**src/rtl/seven_segment_scan_driver.sv**
```systemverilog
// Multiplexed 4-digit seven-segment driver: prescaled scan, blanking gap, frame double-buffer, leading-zero blanking.
// Latency: outputs registered; load reaches the pins at the next frame boundary (same-cycle bypass on the boundary).
// Backpressure: none; load is always accepted, and the last load before a boundary wins.
// Ports: clock/reset (sync, active-high); load/digitsIn/dpIn fill the pending buffer;
//        enable forces dark; leadingZeroSuppress blanks leading zeros; anode/cathode/dp are active-low pins;
//        digitSelect is the live scan index; frameDone pulses on the last cycle of the digit-3 slot.
module seven_segment_scan_driver #(
    parameter int CLOCK_DIVIDE = 100000,
    parameter int BLANK_CYCLES = 16
) (
    input  logic        clock,
    input  logic        reset,
    input  logic        load,
    input  logic [15:0] digitsIn,
    input  logic [3:0]  dpIn,
    input  logic        enable,
    input  logic        leadingZeroSuppress,
    output logic [3:0]  anode,
    output logic [6:0]  cathode,
    output logic        dp,
    output logic [1:0]  digitSelect,
    output logic        frameDone
);

    localparam int CW = (CLOCK_DIVIDE > 1) ? $clog2(CLOCK_DIVIDE) : 1;

    logic [CW-1:0] cnt_q, cnt_d;
    logic [1:0]    sel_q, sel_d;
    logic [15:0]   pend_dig_q, pend_dig_d, disp_dig_q, disp_dig_d;
    logic [3:0]    pend_dp_q, pend_dp_d, disp_dp_q, disp_dp_d;
    logic [3:0]    anode_q, anode_d;
    logic [6:0]    cathode_q, cathode_d;
    logic          dp_q, dp_d;
    logic          frame_done_q, frame_done_d;

    logic          slot_end;
    logic          frame_end;
    logic          active;
    logic [3:0]    nib;
    logic [3:0]    lead_zero;

    function automatic logic [6:0] hex_to_seg(input logic [3:0] h);
        logic [6:0] s;
        case (h)
            4'h0: s = 7'b1000000;
            4'h1: s = 7'b1111001;
            4'h2: s = 7'b0100100;
            4'h3: s = 7'b0110000;
            4'h4: s = 7'b0011001;
            4'h5: s = 7'b0010010;
            4'h6: s = 7'b0000010;
            4'h7: s = 7'b1111000;
            4'h8: s = 7'b0000000;
            4'h9: s = 7'b0010000;
            4'hA: s = 7'b0001000;
            4'hB: s = 7'b0000011;
            4'hC: s = 7'b1000110;
            4'hD: s = 7'b0100001;
            4'hE: s = 7'b0000110;
            default: s = 7'b0001110;
        endcase
        return s;
    endfunction

    always_comb begin
        slot_end  = (cnt_q == CW'(CLOCK_DIVIDE - 1));
        frame_end = slot_end && (sel_q == 2'd3);

        cnt_d = slot_end ? '0 : cnt_q + CW'(1);
        sel_d = slot_end ? sel_q + 2'd1 : sel_q;

        pend_dig_d = load ? digitsIn : pend_dig_q;
        pend_dp_d  = load ? dpIn     : pend_dp_q;
        // Taking the post-load pending value gives the same-cycle bypass on the boundary.
        disp_dig_d = frame_end ? pend_dig_d : disp_dig_q;
        disp_dp_d  = frame_end ? pend_dp_d  : disp_dp_q;

        // Output registers are loaded from next-state values so the pins line up with cnt_q/sel_q.
        nib = disp_dig_d[sel_d*4 +: 4];
        lead_zero[3] = (disp_dig_d[15:12] == 4'h0);
        lead_zero[2] = lead_zero[3] && (disp_dig_d[11:8] == 4'h0);
        lead_zero[1] = lead_zero[2] && (disp_dig_d[7:4] == 4'h0);
        lead_zero[0] = 1'b0;

        active = enable && (cnt_d >= CW'(BLANK_CYCLES));

        anode_d   = 4'hF;
        cathode_d = 7'h7F;
        dp_d      = 1'b1;
        if (active) begin
            anode_d = ~(4'b0001 << sel_d);
            dp_d    = ~disp_dp_d[sel_d];
            if (!(leadingZeroSuppress && lead_zero[sel_d])) begin
                cathode_d = hex_to_seg(nib);
            end
        end

        frame_done_d = (cnt_d == CW'(CLOCK_DIVIDE - 1)) && (sel_d == 2'd3);
    end

    always_ff @(posedge clock) begin
        if (reset) begin
            cnt_q        <= '0;
            sel_q        <= 2'd0;
            pend_dig_q   <= 16'h0;
            pend_dp_q    <= 4'h0;
            disp_dig_q   <= 16'h0;
            disp_dp_q    <= 4'h0;
            anode_q      <= 4'hF;
            cathode_q    <= 7'h7F;
            dp_q         <= 1'b1;
            frame_done_q <= 1'b0;
        end else begin
            cnt_q        <= cnt_d;
            sel_q        <= sel_d;
            pend_dig_q   <= pend_dig_d;
            pend_dp_q    <= pend_dp_d;
            disp_dig_q   <= disp_dig_d;
            disp_dp_q    <= disp_dp_d;
            anode_q      <= anode_d;
            cathode_q    <= cathode_d;
            dp_q         <= dp_d;
            frame_done_q <= frame_done_d;
        end
    end

    assign anode       = anode_q;
    assign cathode     = cathode_q;
    assign dp          = dp_q;
    assign digitSelect = sel_q;
    assign frameDone   = frame_done_q;

endmodule
```
**config.mk**
```make
export PLATFORM = sky130hd
export DESIGN_NAME = seven_segment_scan_driver
export DESIGN_NICKNAME = d
export VERILOG_FILES = /design/src/rtl/seven_segment_scan_driver.sv
export SDC_FILE = /design/constraint.sdc
export NUM_CORES = 1
export LEC_CHECK = 0
export CAP_MARGIN = 25
export CORE_UTILIZATION = 40
export DETAILED_ROUTE_END_ITERATION = 10
export DONT_BUFFER_PORTS = 1
export SLEW_MARGIN = 20
export SYNTH_ARGS = -nofsm -noshare
export SYNTH_HDL_FRONTEND = slang
export SYNTH_SLANG_ARGS = --single-unit
```
**constraint.sdc**
```tcl
create_clock -name clock -period 7.8 [get_ports clock]
set_clock_uncertainty 0.05 [all_clocks]
set_input_delay 0 -clock clock [delete_from_list [all_inputs] [get_ports clock]]
set_output_delay 0 -clock clock [all_outputs]
set_load 0.1 [all_outputs]
```
# Word-level counts from Yosys, hierarchy flattened
# Memories as Yosys holds them, arrays and structs flattened. A register that Yosys moved wholly into a read port is not among the register bits.
# Index checks and enable logic that the tools add are counted.
# totals
regBits,65
latchBits,0
ramBits,0
mem_bits_ro,112
input_bits,25
output_inout_bits,15
wordCells,44
n_memories,1
# op_classes
addsub,2
n_mul,0
div_mod_pow,0
magnitude_cmp,2
eq_ne,4
shift,2
n_mux,10
bitwise,3
reduce_logical,11
# mem_list
memory,words,width,read_ports,rd_clocked_by_memory_dff,write_ports,line_no,rtl
(no name shown),16,7,1,1,0,44,case (h)
# ops
cell,count
$eq 17x17->1 const B,2
$mux 16,2
$add 17x1->17 const B,1
$ge 17x5->1 const B,1
$mux 17,1
$shiftx 16x5->4,1
$logic_not 4->1,3
$mux 4,2
$logic_and 1x1->1,6
$bmux 1 s2,2
$eq 2x2->1 const B,2
$not 4->4,1
$shl 1x2->4 const A,1
$lt 2x3->1 const B,1
$reduce_or 3->1,1
$add 2x1->2 const B,1
$mux 1,2
$mux 2,1
$not 1->1,2
$reduce_or 2->1,1

# Depth between registers and ports, before layout
# Gate-level depths: netlist of run 1.
# depth
depth_word,10
depth_mapped,13
depth_no_buf,12

# Worst setup path after synthesis of run 1
# No wires, ideal clock.
# synth_path
path_kind,reg2reg
startpoint,register sel_q[0] (netlist: digitSelect[0])
endpoint,register cathode_q[0] (netlist: cathode[0])
setup_time_ns,0.087
arrival_time_ns,3.419
required_time_ns,7.663
slack_ns,4.244
stages_incl_launch_ff,13
n_path_buf,3
synth_period_minus_slack_ns,3.556
cell_sequence,dfxtp_1 -> clkbuf_1 -> buf_1 -> xnor2_1 -> clkbuf_1 -> o211ai_1 -> o211ai_1 -> nand2_1 -> inv_1 -> ha_1 -> nor3_1 -> o32a_1 -> o31ai_1
# synth_via
elab_chain_len,10
elab_cells_between_ends,15
cone_classes,1 x add/sub; 1 x eq/ne; 1 x shift; 4 x mux; 8 x reduce/logical
# synth_lines
item,line_no,rtl
"start, declared",28,"logic [1:0] sel_q, sel_d;"
"start signal, assigned",115,sel_q <= sel_d;
$eq 2x2->1,67,frame_end = slot_end && (sel_q == 2'd3);
$logic_and 1x1->1,67,
$mux 16,75,disp_dig_d = frame_end ? pend_dig_d : disp_dig_q;
"$logic_not 4->1, on equally long branches","80, 81",
$logic_and 1x1->1,81,lead_zero[2] = lead_zero[3] && (disp_dig_d[11:8] == 4'h0);
$logic_and 1x1->1,82,lead_zero[1] = lead_zero[2] && (disp_dig_d[7:4] == 4'h0);
$bmux 1 s2,93,if (!(leadingZeroSuppress && lead_zero[sel_d])) begin
$mux 1 (not written as such),93,
$logic_and 1x1->1,93,
$reduce_or 3->1 (no source line),n/a,
"end, declared",32,"logic [6:0] cathode_q, cathode_d;"
# Several ways; a longest one is shown, not always the timed one. The select of a mux whose other input is x is not followed.
# A chain may end at the register's enable or synchronous reset.

# Final worst setup path of run 1
# layout_path
startpoint,register cnt_q[0]
endpoint,register cathode_q[0] (netlist: cathode[0])
# layout_via
elab_chain_len,10
elab_cells_between_ends,19
cone_classes,1 x add/sub; 1 x order compare; 1 x eq/ne; 1 x shift; 5 x mux; 1 x bitwise; 9 x reduce/logical
# layout_lines
item,line_no,rtl
"start, declared",27,"logic [CW-1:0] cnt_q, cnt_d;"
"start signal, assigned",114,cnt_q <= cnt_d;
"parallel branches: the longest is 10 deep, another holds $add 17x1->17",n/a,
# Several ways; the timed one is not identified. The select of a mux whose other input is x is not followed.

==> results of run 1 <==
==> flip-flops by register name, summed over array words and instances (netlist names) <==
signal       cells
frameDone        1
dp               1
pend_dp_q        4
cnt_q           17
digitSelect      2
disp_dp_q        4
pend_dig_q      16
disp_dig_q      16
cathode          7
anode            4
==> Yosys cell counts (all sizes together) (4+ instances only) <==
cell type | n | area [um^2]
a211oi | 13 | 97.59
a21oi | 17 | 85.08
and2 | 5 | 31.28
and3 | 4 | 25.02
buf | 15 | 92.59
clkbuf | 13 | 48.80
dfxtp | 72 | 1441
ha | 7 | 87.58
inv | 9 | 33.78
mux2 | 5 | 60.05
mux2i | 31 | 322.8
mux4 | 4 | 90.09
nand2 | 20 | 77.58
nand3 | 13 | 65.06
nand4 | 10 | 68.81
nor2 | 78 | 297.8
nor3 | 12 | 65.06
nor4 | 8 | 71.32
o211ai | 6 | 45.04
o21ai | 13 | 65.06
o311ai | 4 | 35.04
o31ai | 4 | 30.03
or2 | 6 | 40.04
xnor2 | 14 | 122.6
==> cells in the final DEF (no fill, tap or decap), drive strengths merged, types with 3 or more instances in the layout <==
cell / count
or4: 3
o311ai: 4
nand4: 10
or3: 3
xnor2: 14
and3: 4
or2: 6
ha: 7
mux4: 4
xor2: 3
nand2: 20
nand4b: 3
and2: 5
o211ai: 6
mux2i: 31
nor2: 78
dlygate4sd3: 30
buf: 4
dfxtp: 72
clkbuf: 11
nor4: 8
nor3: 12
nand3: 13
o21ai: 13
o221ai: 3
a21oi: 17
inv: 10
a31oi: 3
o31ai: 4
mux2: 5
nand2b: 3
a211oi: 13
==> logic make-up (layout without fill, tap and decap cells) <==
group	Yosys count	in the layout
AOI/OAI and AO/OA	84	84
xor gates and xnor gates	17	17
adders and majority gates	7	7
and+or+nand+nor	178	178
buffers and inverters	38	59
DFF	72	72
muxes	40	40
==> routing by layer <==
layer  share of wire [%]  global-route usage, %  routed length, um
met5                   0                      0                  0
met4                 1.6                  6.800                150
met3                 5.5                  4.875                526
met2                  47                  32.47               4448
met1                  46                  26.09               4376
==> what timing repair did <==
item / in CTS / in global routing
hold buffers: 31 / 0
resized for setup: 0 / 0
setup buffers: 0 / 0
endpoints found under the hold margin: 57 / 0
==> worst max-delay path, cell delays in order (launching register included) <==
cell	delay, ns
dfxtp_1	0.40
ha_1	0.26
nand4_2	0.31
or4_1	1.00
mux2i_1	0.86
o211ai_1	0.35
nand2_1	0.26
inv_1	0.09
ha_1	0.24
o31ai_1	0.28
o32a_1	0.17
o31ai_1	0.08
==> power groups by stage <==
stage               sequential [uW]  combinational (uW)  clock (uW)
global route                    380                47.3         322
detailed placement              387                23.2           0
floorplan                       386                25.6           0
global placement                387                23.1           0
finish                          379                43.7         300
CTS                             379                43.2         308
==> final cells by class <==
class                           count  area share (%)
Inverter                           10          0.8515
Clock inverter                      4           1.221
Timing Repair Buffer               34           7.777
Clock buffer                       11           3.208
Tap cell                          129           3.662
Multi-Input combinational cell    326           50.55
Sequential cell                    72           32.73
==> worst min-delay path by stage <==
stage                               end  cells past startpoint  slack, ns                 from
after floorplan                cnt_q[2]                      1       0.03                reset
after global placement         cnt_q[8]                      1       0.03                reset
after detailed placement  pend_dig_q[1]                      1       0.03                reset
after CTS                    cathode[0]                      3       0.05  leadingZeroSuppress
after global routing         cathode[5]                      3       0.06  leadingZeroSuppress
final                        cathode[1]                      3       0.06  leadingZeroSuppress
==> metrics by stage <==
| step | cells | power [uW] | worst slack [ns] | hold WS [ns] |
|---|---|---|---|---|
| 2_1_floorplan | 436 | 411.4 | 4.244 | 0.03348 |
| 3_3_place_gp | 540 | 410.1 | 3.689 | 0.02537 |
| 3_5_place_dp | 540 | 410.4 | 3.405 | 0.02726 |
| 4_1_cts | 586 | 730.0 | 3.401 | 0.04686 |
| 5_1_grt | 586 | 749.1 | 3.016 | 0.06443 |
| 6_report | 586 | 722.7 | 3.325 | 0.06116 |
==> results.json, run 1 <==
{
  "timing.rr.start": "cnt_q[0]",
  "ys_seq_elements": 72,
  "endpoint": "cathode[0]",
  "regToRegSetupSlack_ns": 3.32,
  "core_um2": 9284,
  "gp_congestion": 0.8506,
  "utilization_pct": 47.48,
  "cts_inserted_buffers": 9,
  "rows": 35,
  "finalHoldViolCount": 0,
  "synth_cells": 436,
  "cts_tree": "built",
  "initial_utilization_pct": 41.37,
  "antenna_found_initial": 0,
  "ff_latch_area_um2": 1443,
  "hpwlAfterDp_um": 6455,
  "diodes": 0,
  "switchingPower_uw": 168.1,
  "routed_wl_um": 9502,
  "drv_slew": 0,
  "p_seq_share_pct": 52.4,
  "synth_top_family_by_area": "simple AND/OR/NAND/NOR gates",
  "p_leak_uw": 0.001580,
  "report.final.setup_viol": 0,
  "die_w_um": 100.0,
  "fin_area_um2": 4408,
  "maxCapViolCount": 0,
  "peakVddDrop_v": 0.0001451,
  "period_needed_ns": 4.475,
  "drt_iter0_drc": 161,
  "port_buffers": 0,
  "grt_pass1_wl_um": 15520,
  "cts-htree-levels": 3,
  "dieHeight_um": 100.0,
  "run_status": "complete, no violations",
  "rsz0062_at_grt": "no",
  "critPathLaunchType": "flip-flop",
  "synth-edff-count": 0,
  "clk_latency_ns": 0.35,
  "async_flop_share_pct": 0,
  "cp_max_fo": 19,
  "yosys.area_share.simple_pct": 23.94,
  "setup_tns_ns": 0,
  "arrival_ns": 4.64,
  "final_layout_size_suffix_gt1_share_pct": 10.07,
  "grt_max_degree": 49,
  "postPlaceCellArea_um2": 3885,
  "area_delta_synth_final_pct": 14.76,
  "vias_per_cell": 5.529,
  "clk_pin_slew_ns": 0.08,
  "grt_pass1_vias": 3042,
  "synth-seq-area-share_pct": 37.52,
  "multi_input_area_um2": 2228,
  "fill_cells": 932,
  "clockBufferDepth": 2,
  "nets": 485,
  "synth.avg_cell_area_um2": 8.810,
  "drtAntennaViolNets": 0,
  "drt_pre_antenna_iters": 4,
  "synth-main-ff-cell": "dfxtp_1",
  "min_period_over_period_pct": 57.37,
  "clock_tree.root_cell": "clkbuf_8",
  "synth_nets": 468,
  "pwr-share-comb_pct": 6.0,
  "ios": 40,
  "switching_share_pct": 23.25,
  "clockPowerShare_pct": 41.5,
  "cts_sinks": 72,
  "synth_compound_area_share_pct": 15.41,
  "timing.rr.end": "cathode[0]",
  "worstPathRequired_ns": 7.97,
  "synth_area_um2": 3841,
  "max_slew_margin_pct": 34.94,
  "ff2ff_path_depth": 11,
  "yosys_warnings": 0,
  "synth.mux.area_fraction_pct": 12.31,
  "p_int_uw": 554.6,
  "fmax_ghz": 0.2235,
  "path_class": "flip-flop to flip-flop",
  "tightest_slew_ns": 0.9745,
  "die-area_um2": 9999,
  "synth_xor_area_share_pct": 3.876,
  "hp-class": "input port to flip-flop",
  "track_usage_pct": 20.01,
  "wire_per_inst_um": 16.22,
  "end_kind": "flip-flop",
  "grt.overflow.total": 0,
  "critical_path.startpoint": "cnt_q[0]",
  "yosysUniqueCellTypes": 70,
  "powerDensity_nw_per_um2": 163.9,
  "routed-via-count": 3240,
  "drc": 0,
  "synthAdderAreaFrac_pct": 2.280
}
Note: power is estimated with default switching activity, not from simulation.
==> inputs of run 2 (changes only) <==
==> constraint.sdc (replaced) <==
create_clock -name clock -period 4 [get_ports clock]
set_clock_uncertainty 0.05 [all_clocks]
set_input_delay 0 -clock clock [delete_from_list [all_inputs] [get_ports clock]]
set_output_delay 0 -clock clock [all_outputs]
set_load 0.1 [all_outputs]
==> results.json, run 2 (same netlist as run 1, synthesis figures left out) <==
{
  "grt_pass1_wl_um": 16150,
  "tightest_slew_ns": 0.9724,
  "die_w_um": 100.0,
  "setup_tns_ns": 0,
  "clock_tree.root_cell": "clkbuf_8",
  "run_status": "complete, no violations",
  "top_regs": "cnt_q: 17 flops, disp_dig_q: 16 flops, pend_dig_q: 16 flops",
  "antenna_found_initial": 0,
  "rows": 35,
  "largest_reg_flops": 17,
  "timing.rr.start": "cnt_q[12]",
  "fmax_ghz": 0.2806,
  "drt_pre_antenna_iters": 4,
  "vias_per_cell": 5.478,
  "core_um2": 9284,
  "nets": 505,
  "ff_latch_area_um2": 1443,
  "wire_per_inst_um": 15.92,
  "max_slew_margin_pct": 35.08,
  "ios": 40,
  "ff2ff_path_depth": 12,
  "cts_sinks": 72,
  "grt_max_degree": 49,
  "critPathLaunchType": "flip-flop",
  "min_path_cells": 3,
  "dieHeight_um": 100.0,
  "clockBufferDepth": 2,
  "cts_tree": "built",
  "path_class": "flip-flop to flip-flop",
  "timing.rr.end": "cathode[0]",
  "clk_pin_slew_ns": 0.08,
  "track_usage_pct": 20.71,
  "cts_setup_buffers": 0,
  "routed-via-count": 3325,
  "routed_wl_um": 9663,
  "hp-class": "input port to flip-flop",
  "final_common_cell": "nor2_1",
  "maxCapViolCount": 0,
  "port_buffers": 0,
  "rsz0062_at_grt": "no",
  "drt_iter0_drc": 177,
  "max_stage_delay_ns": 0.57,
  "multi_input_area_um2": 2228,
  "path_cells": "or4_4 > or4_4 > buf_4 > nor2_2 > o211ai_1 > o211ai_1 > nand2_1 > inv_1 > ha_1 > nor3_1 > o32a_1 > o31ai_1",
  "p_leak_uw": 0.001679,
  "regMostFlops": "cnt_q",
  "peakVddDrop_v": 0.0001855,
  "most-common-layout-cells": "76 x nor2_1, 71 x dfxtp_1, 37 x dlygate4sd3_1",
  "diodes": 0,
  "fill_cells": 912,
  "cts-htree-levels": 3,
  "power.total_uw": 1440,
  "area_delta_synth_final_pct": 19.64,
  "hpwlAfterDp_um": 6789,
  "gp_congestion": 0.8307,
  "drtAntennaViolNets": 0,
  "min_from": "load",
  "finalHoldViolCount": 0,
  "min_period_over_period_pct": 89.08,
  "worstPathRequired_ns": 4.21,
  "cts_inserted_buffers": 9,
  "report.final.setup_viol": 0,
  "drc": 0,
  "slowest_stage": "or4_4",
  "clk_latency_ns": 0.35,
  "drv_slew": 0,
  "min_to": "disp_dig_q[12]",
  "initial_utilization_pct": 41.37,
  "period_needed_ns": 3.563,
  "arrival_ns": 3.77,
  "grt_pass1_vias": 3299,
  "regToRegSetupSlack_ns": 0.44,
  "end_kind": "flip-flop",
  "die-area_um2": 9999,
  "final_layout_size_suffix_gt1_share_pct": 12.97,
  "grt.overflow.total": 0,
  "powerDensity_nw_per_um2": 313.3,
  "cp_max_fo": 11
}
[run 2: per-stage QoR]
stage | instance area [um^2] | hold WS (ns) | instances | utilization [%] | worst slack, ns
2_1_floorplan | 3841 | 0.03348 | 436 | - | 0.4440
3_3_place_gp | 3983 | 0.02173 | 553 | 42.90 | 0.3815
3_5_place_dp | 3983 | 0.02262 | 553 | 42.90 | 0.2863
4_1_cts | 4588 | 0.008985 | 607 | 49.42 | 0.2461
5_1_grt | 4596 | 0.01541 | 607 | 49.50 | 0.1215
6_report | 4596 | 0.02508 | 607 | 49.50 | 0.4366
[run 2: per-layer routing]
metal	GRT usage (%)	routed length, um	up-vias
met3	4.457	416	11
met2	35.44	4634	74
met4	7.581	146	0
li1	-	-	1665
met1	25.67	4466	1575
met5	0	0	-
[run 2: what timing repair did]
item | CTS | global route
gates resized for setup | 0 | 2
hold buffers | 38 | 0
endpoints found under the setup margin | 0 | 1
hold endpoints to repair | 57 | 0
[run 2: worst max-delay path, delay by kind of cell, from the launching register on]
kind            cells  cell delay [ns]
fa+ha+maj           1             0.25
buf+inv             2             0.35
simple gates        5             1.57
compound gates      4             0.87
flops               1             0.40
[run 2: how the worst max path moves through the flow]
stage | start | endpoint | slack, ns | cells after the start
after floorplan | digitSelect[0] | cathode[0] | 0.44 | 12
after global placement | cnt_q[12] | cathode[0] | 0.38 | 9
after detailed placement | cnt_q[12] | cathode[0] | 0.29 | 12
after CTS | cnt_q[12] | cathode[0] | 0.25 | 9
after global routing | cnt_q[0] | cathode[0] | 0.12 | 14
final | cnt_q[12] | cathode[0] | 0.44 | 12
[run 2: cell type report]
cell class                 instances  share of cell area, %
clock buffer                      11                  3.294
tap                              129                  3.512
multi-input combinational        326                  48.49
inverter                          10                 0.8168
timing repair buffer              54                  11.11
clock inverter                     5                  1.389
sequential                        72                  31.39
[run 2: where the power goes]
part / switching, uW / internal [uW] / total, uW
Combinational: 37.8 / 53.5 / 91.3
Sequential: 8.66 / 731 / 739
Clock: 283 / 326 / 609
Total: 329 / 1110 / 1440
